==> config.mk <==
export PLATFORM = sky130hd
export DESIGN_NAME = fetch_stage
export DESIGN_NICKNAME = d
export VERILOG_FILES = /design/src/rtl/mips_pkg.sv /design/src/rtl/flopenrc.sv /design/src/rtl/fetch_stage.sv
export SDC_FILE = /design/constraint.sdc
export NUM_CORES = 1
export LEC_CHECK = 0
export ABC_CLOCK_PERIOD_IN_PS = 2100
export CAP_MARGIN = 20
export CORE_ASPECT_RATIO = 0.6
export CORE_MARGIN = 2
export CORE_UTILIZATION = 44
export CTS_BUF_LIST = sky130_fd_sc_hd__clkbuf_16
export CTS_CLUSTER_SIZE = 24
export DETAILED_ROUTE_END_ITERATION = 8
export PLACE_DENSITY = 0.82
export SYNTH_ARGS = -nofsm -noshare
export SYNTH_HDL_FRONTEND = slang
export SYNTH_SLANG_ARGS = --single-unit
export TNS_END_PERCENT = 100
==> constraint.sdc <==
create_clock -name clk -period 2.1 [get_ports clk]
set_input_delay 0.42 -clock clk [delete_from_list [all_inputs] [get_ports clk]]
set_output_delay 0.42 -clock clk [all_outputs]
set_load 0.005 [all_outputs]
==> src/rtl/mips_pkg.sv <==
// rtl/mips_pkg.sv - shared types and constants for the MIPS pipeline
package mips_pkg;
  typedef logic [31:0] word_t;

  localparam word_t NOP_INSTR        = 32'h0;
  localparam word_t PC_INCR          = 32'd4;
  localparam word_t RESET_PC_DEFAULT = 32'h0000_0000;
endpackage

==> src/rtl/flopenrc.sv <==
// rtl/flopenrc.sv - enabled register with async active-low reset and sync clear
module flopenrc #(
  parameter int                WIDTH     = 32,
  parameter logic [WIDTH-1:0]  RESET_VAL = '0
) (
  input  logic             clk,
  input  logic             reset_n,
  input  logic             en,
  input  logic             clr,
  input  logic [WIDTH-1:0] d,
  output logic [WIDTH-1:0] q
);
  logic [WIDTH-1:0] r_q;

  // Clear only takes effect when enabled, so a stall holds over a flush.
  always_ff @(posedge clk or negedge reset_n) begin
    if (!reset_n)   r_q <= RESET_VAL;
    else if (en) begin
      if (clr)      r_q <= '0;
      else          r_q <= d;
    end
  end

  assign q = r_q;
endmodule

==> src/rtl/fetch_stage.sv <==
// rtl/fetch_stage.sv - MIPS fetch stage: PC, imem address and IF/ID register (FETCH_PERF_EN adds counters)
module fetch_stage
  import mips_pkg::*;
#(
  parameter word_t RESET_PC = RESET_PC_DEFAULT,
  parameter int    IMEM_AW  = 6
) (
  input  logic               clk,
  input  logic               reset_n,
  input  logic               stall_f,
  input  logic               stall_d,
  input  logic               flush_d,
  input  logic               pcsrc_d,
  input  logic [31:0]        pcbranch_d,
  input  logic               jump_d,
  input  logic [31:0]        pcjump_d,
  output logic [IMEM_AW-1:0] imem_addr,
  input  logic [31:0]        imem_rd,
  output logic [31:0]        pc_f,
  output logic [31:0]        instr_d,
  output logic [31:0]        pcplus4_d,
`ifdef FETCH_PERF_EN
  output logic [31:0]        fetch_cnt,
  output logic [31:0]        bubble_cnt,
`endif
  output logic               valid_d
);
  word_t w_pcplus4_f;
  word_t w_pc_next;
  logic  w_redirect;
  logic  w_pc_en;
  logic  w_ifid_en;

  assign w_pcplus4_f = pc_f + PC_INCR;
  assign w_redirect  = jump_d | pcsrc_d;
  assign w_pc_en     = w_redirect | ~stall_f;
  assign w_ifid_en   = ~stall_d;

  // Redirect targets are word-aligned silently; jump beats branch.
  always_comb begin
    w_pc_next = w_pcplus4_f;
    if (jump_d)       w_pc_next = {pcjump_d[31:2], 2'b00};
    else if (pcsrc_d) w_pc_next = {pcbranch_d[31:2], 2'b00};
  end

  flopenrc #(.WIDTH(32), .RESET_VAL({RESET_PC[31:2], 2'b00})) u_pc (
    .clk(clk), .reset_n(reset_n), .en(w_pc_en), .clr(1'b0),
    .d(w_pc_next), .q(pc_f)
  );

  flopenrc #(.WIDTH(32), .RESET_VAL(NOP_INSTR)) u_instr (
    .clk(clk), .reset_n(reset_n), .en(w_ifid_en), .clr(flush_d),
    .d(imem_rd), .q(instr_d)
  );

  flopenrc #(.WIDTH(32), .RESET_VAL(32'h0)) u_pcplus4 (
    .clk(clk), .reset_n(reset_n), .en(w_ifid_en), .clr(flush_d),
    .d(w_pcplus4_f), .q(pcplus4_d)
  );

  flopenrc #(.WIDTH(1), .RESET_VAL(1'b0)) u_valid (
    .clk(clk), .reset_n(reset_n), .en(w_ifid_en), .clr(flush_d),
    .d(1'b1), .q(valid_d)
  );

  assign imem_addr = pc_f[IMEM_AW+1:2];

`ifdef FETCH_PERF_EN
  logic [31:0] r_fetch_cnt;
  logic [31:0] r_bubble_cnt;

  always_ff @(posedge clk or negedge reset_n) begin
    if (!reset_n) begin
      r_fetch_cnt  <= 32'h0;
      r_bubble_cnt <= 32'h0;
    end else if (w_ifid_en) begin
      if (flush_d) r_bubble_cnt <= r_bubble_cnt + 32'd1;
      else         r_fetch_cnt  <= r_fetch_cnt + 32'd1;
    end
  end

  assign fetch_cnt  = r_fetch_cnt;
  assign bubble_cnt = r_bubble_cnt;
`endif
endmodule

==> flow_metrics.env <==
export IMPL_status="finished, final reports clean"
export IMPL_synthDistinctLibCells=58
export IMPL_synth_edf_count=0
export IMPL_dp_cells=908
export IMPL_netlist_instances=559
export IMPL_required_ns=2.31
export IMPL_fmax_mhz=494
export IMPL_cts_root_buffer="clkbuf_16"
export IMPL_ant_nets=0
export IMPL_synth_main_ff_cell="dfrtp_1"
export IMPL_synth_top_cell_area_share_pct=46.7
export IMPL_setup_violations=0
export IMPL_clk_latency_ns=0.35
export IMPL_wl_per_cell_um=19.0
export IMPL_port_buffers=199
export IMPL_timing_final_ws_setup_ns=0.0740
export IMPL_yosys_area_top_type="dfrtp_1"
export IMPL_hold_violations=0
export IMPL_initial_utilization_pct=44.9
export IMPL_grt_ovfl_total=0
export IMPL_grt_pass1_wl_um=26400
export IMPL_synth_area_per_cell_um2=9.02
export IMPL_final_cells=925
export IMPL_grt_usage_pct=28.3
export IMPL_die_width_um=142
export IMPL_r2r_start="u_pc.q[11]$_DFFE_PN0P_"
export IMPL_power_density_nw_per_um2=674
export IMPL_yosysSeqAreaShare_pct=46.7
export IMPL_place_ws_ns=-0.0992
export IMPL_synth_common_cells="94 x dfrtp_1, 94 x nand2_1, 57 x o21ai_0"
export IMPL_r2r_end="u_pc.q[25]$_DFFE_PN0P_"
export IMPL_die_h_um=86.9
export IMPL_syn_cell_area_um2=5040
export IMPL_crit_end="u_pc.q[25]$_DFFE_PN0P_"
export IMPL_maxSlewViolCount=0
export IMPL_area_growth_pct=53.9
export IMPL_async_flop_share_pct=100
export IMPL_final_period_utilization_pct=96.5
export IMPL_cts_tree="built"
export IMPL_grt_pass1_vias=4780
export IMPL_cp_startpoint="u_pc.q[11]$_DFFE_PN0P_"
export IMPL_vias=5051
export IMPL_cts_buffers=9
export IMPL_crit_path_end_kind="flop"
export IMPL_drt_iter0_markers=370
export IMPL_cts_sinks=94
export IMPL_pin_count=206
export IMPL_ff2ff_path_depth=5
export IMPL_drv_cap=0
export IMPL_core_area_um2=11200
export IMPL_dp_hpwl_um=13200
export IMPL_die_area_um2=12400
export IMPL_h_tree_depth=3
export IMPL_ff2ff_setup_slack_ns=0.07
export IMPL_final_util_pct=69.1
export IMPL_synth_area_leaders="dfrtp_1 47%, nand2_1 7.0%, o21ai_0 5.7%"
export IMPL_clk_path_buf_depth=2
export IMPL_hp_class="in2reg"
export IMPL_grt_max_degree=57
export IMPL_drt_total_wl_um=17600
export IMPL_critPathArrivalTime_ns=2.24
export IMPL_maxSlewHeadroom_pct=57.5
export IMPL_start_kind="flop"
export IMPL_leakagePower_nw=3.14
export IMPL_path_class="reg2reg"
export IMPL_drc=0
export IMPL_skew_ns=0.00799
export IMPL_dr_pass1_iters=5
export IMPL_synth_seq_cells=94
export IMPL_path_max_fanout=5
export IMPL_drive_gt1_share_pct=12.2
export IMPL_yosysWarnings=0
export IMPL_worst_slew_pin_transition_ns=0.635
export IMPL_antenna_found_initial=0
export IMPL_rsz0062_at_grt="false"
export IMPL_vias_per_cell=5.46
export IMPL_period_needed_ns=2.03
export IMPL_clkTransAtPathRegs_ns=0.07
export IMPL_routabilityCongestion=0.920
export IMPL_std_cell_rows=30
export IMPL_ir_worst_vdd_mv=0.501
export IMPL_nNetsFinal=881
export IMPL_diodes=0
## worst min-delay path by stage
| stage | cells past startpoint | endpoint | startpoint |
|---|---|---|---|
| after floorplan | 0 | u_instr.q[0]$_DFFE_PN0N_ | reset_n |
| after global placement | 1 | u_pcplus4.q[24]$_DFFE_PN0N_ | reset_n |
| after detailed placement | 1 | u_pcplus4.q[25]$_DFFE_PN0N_ | reset_n |
| after CTS | 2 | u_pcplus4.q[17]$_DFFE_PN0N_ | stall_d |
| after global routing | 2 | u_pcplus4.q[17]$_DFFE_PN0N_ | stall_d |
| final | 2 | u_pcplus4.q[17]$_DFFE_PN0N_ | stall_d |
## sequential cells by signal, summed over array words and instances, names as in the netlist
name         flops
u_instr.q       32
u_pc.q          30
u_valid.q        1
u_pcplus4.q     31
## layer usage
metal	GRT usage [%]	vias up	wire length, µm
li1	-	2375	-
met1	40.5	2449	8120
met2	43.7	204	7850
met3	6.76	23	1330
met4	7.36	0	303
met5	0	-	0
## what timing repair did
action / 4_1_cts / 5_1_grt
hold buffers: 1 / 0
endpoints found under the setup margin: 0 / 9
gates resized for setup: 0 / 4
hold endpoints to repair: 19 / 0
setup buffers: 0 / 1
## worst max-delay path, cell delays in order (launching register included)
cell and delay, ns:
dfrtp_1 0.44, nand2_1 0.21, or4_4 0.52, nor4_2 0.33
mux2i_1 0.24, o221ai_1 0.14
## cells by family after synthesis
logic type               after synthesis  synth area share, %
XOR/XNOR                              40                 6.95
AO/OA/AOI/OAI                        141                 17.1
flip-flops                            94                 46.7
buffers and inverters                 55                 5.01
adder cells (fa/ha/maj)                1                0.248
AND/OR/NAND/NOR                      222                 23.0
other                                  1               0.0744
multiplexers                           5                0.993
## per-stage QoR
step	TNS [ns]	hold slack, ns	power [mW]	area, µm²
floorplan	0	0.124	2.60	5040
global placement	-0.0608	0.326	3.41	7400
detailed placement	-0.137	0.333	3.45	7400
CTS	0	0.398	5.24	7730
global route	0	0.417	5.44	7760
finish	0	0.402	5.23	7760
## layout by cell type, fill, tap and decap left out, types with 13 or more instances in the layout
cell type / Yosys / layout
nand2_1: 94 / 94
nor2_1: 26 / 26
nand4_1: 13 / 13
clkdlybuf4s50_1: 0 / 197
dfrtp_1: 94 / 94
o21ai_0: 57 / 57
a21oi_1: 22 / 22
xnor2_1: 27 / 27
nand2b_1: 36 / 36
buf_4: 9 / 56
## layout make-up
cell class | count | area [µm²]
multi-input combinational | 411 | 2460
clock inverter | 6 | 95.1
timing repair buffer | 255 | 2420
clock buffer | 9 | 225
inverter | 6 | 22.5
sequential | 94 | 2350
tap | 144 | 180
fill | 842 | 3460
## where the power goes
group	switching [mW]	internal (mW)
Combinational	0.567	0.747
Sequential	0.134	1.98
Clock	0.751	1.05
No activity file was read; power rests on OpenSTA's default activity.
